### config.mk
export PLATFORM = sky130hd
export DESIGN_NAME = divu_32bits
export DESIGN_NICKNAME = d
export VERILOG_FILES = /design/src/rtl/divu_32bits_pkg.sv /design/src/rtl/divu_32bits_sub.sv /design/src/rtl/divu_32bits.sv
export SDC_FILE = /design/constraint.sdc
export NUM_CORES = 1
export LEC_CHECK = 0
export BUFFER_PORTS_ARGS = -buffer_cell sky130_fd_sc_hd__buf_2
export CELL_PAD_IN_SITES_DETAIL_PLACEMENT = 0
export CELL_PAD_IN_SITES_GLOBAL_PLACEMENT = 1
export CORE_AREA = 2 2 105 209
export DETAILED_ROUTE_END_ITERATION = 7
export DIE_AREA = 0 0 107 211
export PLACE_DENSITY_LB_ADDON = 0.1
export SLEW_MARGIN = 20
export SYNTH_ARGS = -nofsm -noshare
export SYNTH_HDL_FRONTEND = slang
export SYNTH_SLANG_ARGS = --single-unit
### constraint.sdc
create_clock -name clk -period 3.35 [get_ports clk]
set_input_delay 0.67 -clock clk [delete_from_list [all_inputs] [get_ports clk]]
set_output_delay 0.67 -clock clk [all_outputs]
set_load 0.01 [all_outputs]
### src/rtl/divu_32bits_pkg.sv
// Shared constants and state encoding for the 32-bit unsigned restoring divider.
package divu_32bits_pkg;

    localparam int DIV_WIDTH = 32;
    localparam int CNT_W     = 5;
    localparam logic [CNT_W-1:0] CNT_LAST = 5'd31;

    typedef enum logic [1:0] {
        IDLE = 2'd0,
        CALC = 2'd1,
        DONE = 2'd2
    } state_t;

endpackage

### src/rtl/divu_32bits_sub.sv
// 33-bit trial subtractor: diff = a - b, borrow set when b > a.
module sub_33bits (
    input  logic [32:0] a,
    input  logic [32:0] b,
    output logic [32:0] diff,
    output logic        borrow
);

    logic [33:0] full;

    assign full   = {1'b0, a} - {1'b0, b};
    assign diff   = full[32:0];
    assign borrow = full[33];

endmodule

### src/rtl/divu_32bits.sv
// Restoring shift-subtract unsigned divider, one quotient bit per CALC cycle.
// state | meaning: IDLE waiting for start | CALC 32 shift-subtract steps | DONE results valid, done pulse
module divu_32bits
    import divu_32bits_pkg::*;
#(
    parameter int WIDTH = DIV_WIDTH
) (
    input  logic             clk,
    input  logic             rst,
    input  logic             start,
    input  logic [WIDTH-1:0] dividend,
    input  logic [WIDTH-1:0] divisor,
    output logic             busy,
    output logic             done,
    output logic [WIDTH-1:0] quotient,
    output logic [WIDTH-1:0] remainder,
    output logic             div_zero
);

    state_t           state, state_next;
    logic [CNT_W-1:0] cnt;
    logic [WIDTH-1:0] rem_work, quo_work, div_reg;
    logic             zero_pend;
    logic             accept, last, div_nz;
    logic [WIDTH:0]   trial_a, trial_b, trial_diff;
    logic             borrow;
    logic [WIDTH-1:0] rem_next, quo_next;
    logic             unused_msb;

    assign div_nz = (divisor != '0);
    // A zero-divisor request spends one IDLE cycle pending before DONE; no new start meanwhile.
    assign accept = start && !zero_pend && (state == IDLE || state == DONE);
    assign last   = (cnt == CNT_LAST);

    assign trial_a = {rem_work, quo_work[WIDTH-1]};
    assign trial_b = {1'b0, div_reg};

    sub_33bits u_sub (
        .a      (trial_a),
        .b      (trial_b),
        .diff   (trial_diff),
        .borrow (borrow)
    );

    // Remainder stays below the divisor, so the kept difference always fits in WIDTH bits.
    assign rem_next   = borrow ? trial_a[WIDTH-1:0] : trial_diff[WIDTH-1:0];
    assign quo_next   = {quo_work[WIDTH-2:0], ~borrow};
    assign unused_msb = trial_diff[WIDTH];

    always_ff @(posedge clk) begin
        if (rst) state <= IDLE;
        else     state <= state_next;
    end

    always_comb begin
        state_next = state;
        case (state)
            IDLE: begin
                if (zero_pend)             state_next = DONE;
                else if (accept && div_nz) state_next = CALC;
            end
            CALC: if (last) state_next = DONE;
            DONE: state_next = (accept && div_nz) ? CALC : IDLE;
            default: state_next = IDLE;
        endcase
    end

    always_comb begin
        busy = 1'b0;
        done = 1'b0;
        case (state)
            CALC:    busy = 1'b1;
            DONE:    done = 1'b1;
            default: ;
        endcase
    end

    always_ff @(posedge clk) begin
        if (rst) begin
            cnt       <= '0;
            rem_work  <= '0;
            quo_work  <= '0;
            div_reg   <= '0;
            zero_pend <= 1'b0;
            quotient  <= '0;
            remainder <= '0;
            div_zero  <= 1'b0;
        end else if (accept) begin
            cnt       <= '0;
            rem_work  <= '0;
            quo_work  <= dividend;
            div_reg   <= divisor;
            zero_pend <= !div_nz;
            if (div_nz) div_zero <= 1'b0;
        end else if (state == CALC) begin
            cnt      <= cnt + 5'd1;
            rem_work <= rem_next;
            quo_work <= quo_next;
            if (last) begin
                quotient  <= quo_next;
                remainder <= rem_next;
            end
        end else if (zero_pend) begin
            zero_pend <= 1'b0;
            quotient  <= '1;
            remainder <= quo_work;
            div_zero  <= 1'b1;
        end
    end

endmodule

# --- Yosys cells after proc, flatten, opt, wreduce, memory -nomap -nowiden ---
# Index checks and enable logic that the tools add are counted.
op_classes:
  eq_ne: 7
  bitwise: 2
  n_reduce_logical: 15
  mux: 22
  n_addsub: 2
ops:
  columns: ["cell", "count"]
  rows:
  - ["$mux 32", 9]
  - ["$sub 33x32->34", 1]
  - ["$reduce_bool 32->1", 1]
  - ["$mux 1", 9]
  - ["$mux 2", 3]
  - ["$pmux 2 s3", 1]
  - ["$reduce_and 3->1", 2]
  - ["$reduce_bool 2->1", 3]
  - ["$add 5x1->5 const B", 1]
  - ["$eq 5x5->1 const B", 1]
  - ["$ne 2x2->1 const B", 2]
  - ["$logic_and 1x1->1", 3]
  - ["$ne 3x2->1 const B", 1]
  - ["$eq 2x1->1 const B", 1]
  - ["$eq 2x2->1 const B", 1]
  - ["$logic_not 1->1", 2]
  - ["$logic_not 2->1", 1]
  - ["$ne 2x1->1 const B", 1]
  - ["$not 1->1", 2]
  - ["$reduce_and 2->1", 1]
  - ["$reduce_or 2->1", 1]
  - ["$logic_or 1x1->1", 1]
totals:
  reg_bits: 169
  wordCells: 57

# --- Longest topological paths before layout ---
depth:
  depth_word: 7
  depth_mapped: 14

# --- By module ---
# Synthesis repeated with hierarchy kept, for this count alone.
hier_totals:
  hier_cells: 1117
  hier_area_um2: 8802.2
by_module_without_submodules:
  columns: ["module", "area_each_um2", "seq_area_each_um2", "cells_each", "n_inst"]
  rows:
  - ["divu_32bits", 6775.2, 3383.2, 822, 1]
  - ["sub_33bits", 2026.9, 0.0, 295, 1]

# --- Least setup slack after synthesis ---
# No wires, ideal clock.
synth_timing:
  path_type: "reg2reg"
  start: "register quo_work[31]"
  end: "register rem_work[30]"
  path_stages_with_launch: 14
  required_ps: 3264
  slack_ps: 474
  path_buffers: 0
  synth_period_minus_slack_ps: 2876
  t_arrival_ps: 2791
  setup_time_ps: 86
  cell_sequence: "dfxtp_1 > inv_1 > ha_1 > inv_1 > fa_1 > a211oi_1 > o21ai_2 > o21ai_2 > a2111oi_4 > o22ai_2 > nor4_4 > o31a_2 > o31a_1 > a211oi_1"
synth_via:
  elab_chain_cells: 2
synth_lines:
  columns: ["element", "line", "text"]
  rows:
  - ["start: declaration", "divu_32bits.sv:22", "logic [WIDTH-1:0] rem_work, quo_work, div_reg;"]
  - ["start signal: assignment", "divu_32bits.sv:91", "quo_work <= dividend;"]
  - ["start signal: assignment", "divu_32bits.sv:98", "quo_work <= quo_next;"]
  - ["$sub 33x32->34", "divu_32bits_sub.sv:11", "assign full = {1'b0, a} - {1'b0, b};"]
  - ["$mux 32", "divu_32bits.sv:46", "assign rem_next = borrow ? trial_a[WIDTH-1:0] : trial_diff[WIDTH-1:0];"]
  - ["end signal: assignment", "divu_32bits.sv:97", "rem_work <= rem_next;"]
  - ["end: declaration", "divu_32bits.sv:22", null]
# No other way between the ends.
# A chain may end at the register's enable or synchronous reset.

# --- Final worst setup path ---
layout_timing:
  start: "register div_reg[5]"
  end: "register remainder[3]"
layout_via:
  elab_chain_cells: 4
layout_lines:
  columns: ["element", "line", "text"]
  rows:
  - ["start: declaration", "divu_32bits.sv:22", null]
  - ["start signal: assignment", "divu_32bits.sv:92", "div_reg <= divisor;"]
  - ["$sub 33x32->34", "divu_32bits_sub.sv:11", null]
  - ["$mux 32", "divu_32bits.sv:46", null]
  - ["$mux 32", "divu_32bits.sv:99", "if (last) begin"]
  - ["$mux 32", "divu_32bits.sv:95", "end else if (state == CALC) begin"]
  - ["end signal: assignment", "divu_32bits.sv:101", "remainder <= rem_next;"]
  - ["end signal: assignment", "divu_32bits.sv:106", "remainder <= quo_work;"]
  - ["end: declaration", "divu_32bits.sv:16", "output logic [WIDTH-1:0] remainder,"]
# No other way between the ends. The select of a mux whose other input is x is not followed.

==> metrics <==
CP max stage delay=0.36 ns; antenna cell count=0; post-route cell area=0.01015 mm²; Worst path slowest cell=a21oi_1; I/O Pins=134; Mapped Cells=1106; DR WL/cell=17.31 µm; clk buf depth=2; final slew viol count=0; Worst-Margin Slew=0.6907 ns; first-pass GRT wire length=41.35 mm; Synth Area per Inst=7.867 µm²; Setup TNS=0 ns; Pwr per Cell Area=549.4 mW/mm²; initial antenna violation count=0; aggregate global routing overflow=0; RSZ-0062 raised after global routing=no; Placed Instance Area=0.009560 mm²; Syn. warnings=0; fmax=326.6 MHz; number of global-route vias before repair=7960; Hold Startpoint=state[1]; Critical Path Sink Type=flop; min cycle time layout=3.062 ns; fin crit share=0.9141; H-tree depth=4; Post-Synthesis Cell Area=0.008701 mm²; GR Util All Layers=0.2314; chip width=107 µm; status=finished, final reports clean; Buf/Inv on CP=2; Fin. Hold Viols=0; setup bufs post-CTS=0; via count=8122; critical path launch point type=flop; Synth Register Bits=169; max-cap violations=0; ys async rst share=0; CTS Buf Count=17; CTS clk-pin slew, worst paths=0.06 ns; die height=211 µm; Buffers on Ports=133; clock sink count=169; mux share of post-synthesis cell area=0.008197; Pleak=4.182 nW; drt first pass iters=5; Top delay family on crit path=compound AO/OA/AOI/OAI gates; Syn Nets=1208; residual DRC count=0; drt first-iter violations=347; CORE AREA=0.02093 mm²; largest net degree at the start of global routing=90; largest family of logic cells by synthesized area=compound AO/OA/AOI/OAI gates; Critical Path RT=3.65 ns; detailed placer's ending HPWL=18.97 mm; Final Total Pwr=0.005575 W; Setup CP Type=reg -> reg; CTS tree=yes; Layout area overhead=16.62%; Clock Latency Late Sink=0.44 ns; Peak VDD IR=373.5 µV; WL final=25.73 mm; FF-to-FF Start=div_reg[5]; crit path max fanout=9; via/cell ratio=5.462; Routed Antenna Nets=0; Seq/Total Area, Yosys=0.3888; Synth Area in XOR/XNOR=0.02919; Worst EP arrival=3.36 ns; Setup Skew=0.005979 ns; Post-synth EDFFs=0; Hold Crit Class=reg -> reg; CP Launch Point=div_reg[5]; Worst R2R Setup Slack=0.29 ns; Critical Path, Cell by Cell=inv_1, ha_1, a21oi_1, o22a_1, o311a_1, a21oi_1, o21ba_2, o21a_1, buf_4, and3_1, a211oi_1, o41ai_1; simple-gate portion of the synthesized area=0.2003; Starting Density=0.4158; post-synthesis adder-cell area fraction=0.05119; final setup violation count=0; CTS root buffer=clkbuf_16; most used cell, CP=a21oi_1; top_reg_cell synth=dfxtp_1; Nets=1309; GP Congestion=0.8666; die area=0.02258 mm²; Slew headroom=0.5379; Synth Area in Compound Gates=0.2508; layout cells sized above 1=0.1814; standard-cell row count=75; synth unique cells=69
## layer usage
| layer | vias up | part of all wire | routed length, µm | GRT usage |
|---|---|---|---|---|
| met5 | - | 0 | 0 | 0 |
| met4 | 0 | 0.021 | 540 | 0.07658 |
| met3 | 32 | 0.038 | 981 | 0.03826 |
| met2 | 171 | 0.51 | 13110 | 0.4083 |
| met1 | 3803 | 0.43 | 11100 | 0.2827 |
| li1 | 4116 | - | - | - |
## logic make-up after synthesis
family,count (synthesis)
muxes,7
AOI/OAI and AO/OA,331
adders and majority gates,35
DFF,169
buffers and inverters,130
and+or+nand+nor,405
xor gates and xnor gates,29
## report_power, final
part	total (W)	switching, W	internal [W]	leakage [nW]
sequential	0.00218	0.0000801	0.00210	1.38
combinational	0.00148	0.000892	0.000586	2.53
clock	0.00192	0.000806	0.00111	0.275
total	0.00558	0.00178	0.00380	4.18
## cell usage after synthesis, types with 8 or more instances
library cell	instances	area, µm²
buf_1	8	30.03
xor2_1	13	113.9
a31oi_1	22	137.6
nor2_1	122	457.9
a21o_1	10	75.07
clkbuf_1	51	191.4
a21oi_1	100	500.5
nand2_1	206	773.2
o22ai_1	21	131.4
inv_1	45	168.9
a211oi_1	21	157.7
nand3b_1	15	112.6
xnor2_1	16	140.1
a311oi_1	33	289.0
o41ai_1	18	157.7
o21ai_0	56	280.3
nor4_1	12	75.07
buf_6	9	101.4
ha_1	34	425.4
nand4_1	14	87.58
dfxtp_1	169	3383
## area by class of cell
class                           count  area [µm²]
Fill cell                        2187       10780
Multi-Input combinational cell    807        4731
Sequential cell                   169        3383
Timing Repair Buffer              167       960.9
Clock buffer                       24       501.7
Tap cell                          269       336.6
Inverter                           45       170.2
Clock inverter                      6       63.81
## path summary, 6_finish.rpt
kind	endpoint	depth (start not counted)
hold / removal	state[1]	1
hold reg to reg	state[1]	1
setup / recovery	remainder[3]	12
setup reg to reg	remainder[3]	12
## through the flow
stage	util	setup slack, ns	hold WS, ns	instances
after floorplan	-	0.4739	0.4054	1106
after global placement	0.4569	0.2460	0.4201	1457
after detailed placement	0.4569	0.1981	0.4294	1457
after CTS	0.4839	0.1651	0.4379	1487
after global routing	0.4849	0.04898	0.4542	1487
final	0.4849	0.2879	0.4486	1487
## cells in the final DEF (no fill, tap or decap), types with 6 or more instances in the layout
master / Yosys / routed
mux2i_1: 6 / 6
buf_2: 4 / 132
ha_1: 34 / 34
clkbuf_16: 0 / 17
a311oi_1: 33 / 33
nand3_1: 6 / 6
o21a_1: 6 / 6
a21oi_1: 100 / 99
nand2_1: 206 / 205
nand3b_1: 15 / 15
nor4_1: 12 / 12
o41ai_1: 18 / 18
inv_1: 45 / 44
xor2_1: 13 / 13
buf_4: 6 / 32
xnor2_1: 16 / 16
o21ai_0: 56 / 56
nor2_1: 122 / 121
a211oi_1: 21 / 20
a31oi_1: 22 / 22
o22ai_1: 21 / 21
o211ai_1: 6 / 6
a21o_1: 10 / 10
dfxtp_1: 169 / 169
nand4_1: 14 / 14
## what timing repair did
| action | in CTS | in global routing |
|---|---|---|
| gates resized for setup | 0 | 4 |
| endpoints found under the setup margin | 0 | 6 |
| hold buffers | 0 | 0 |
Note: power is estimated with default switching activity, not from simulation.
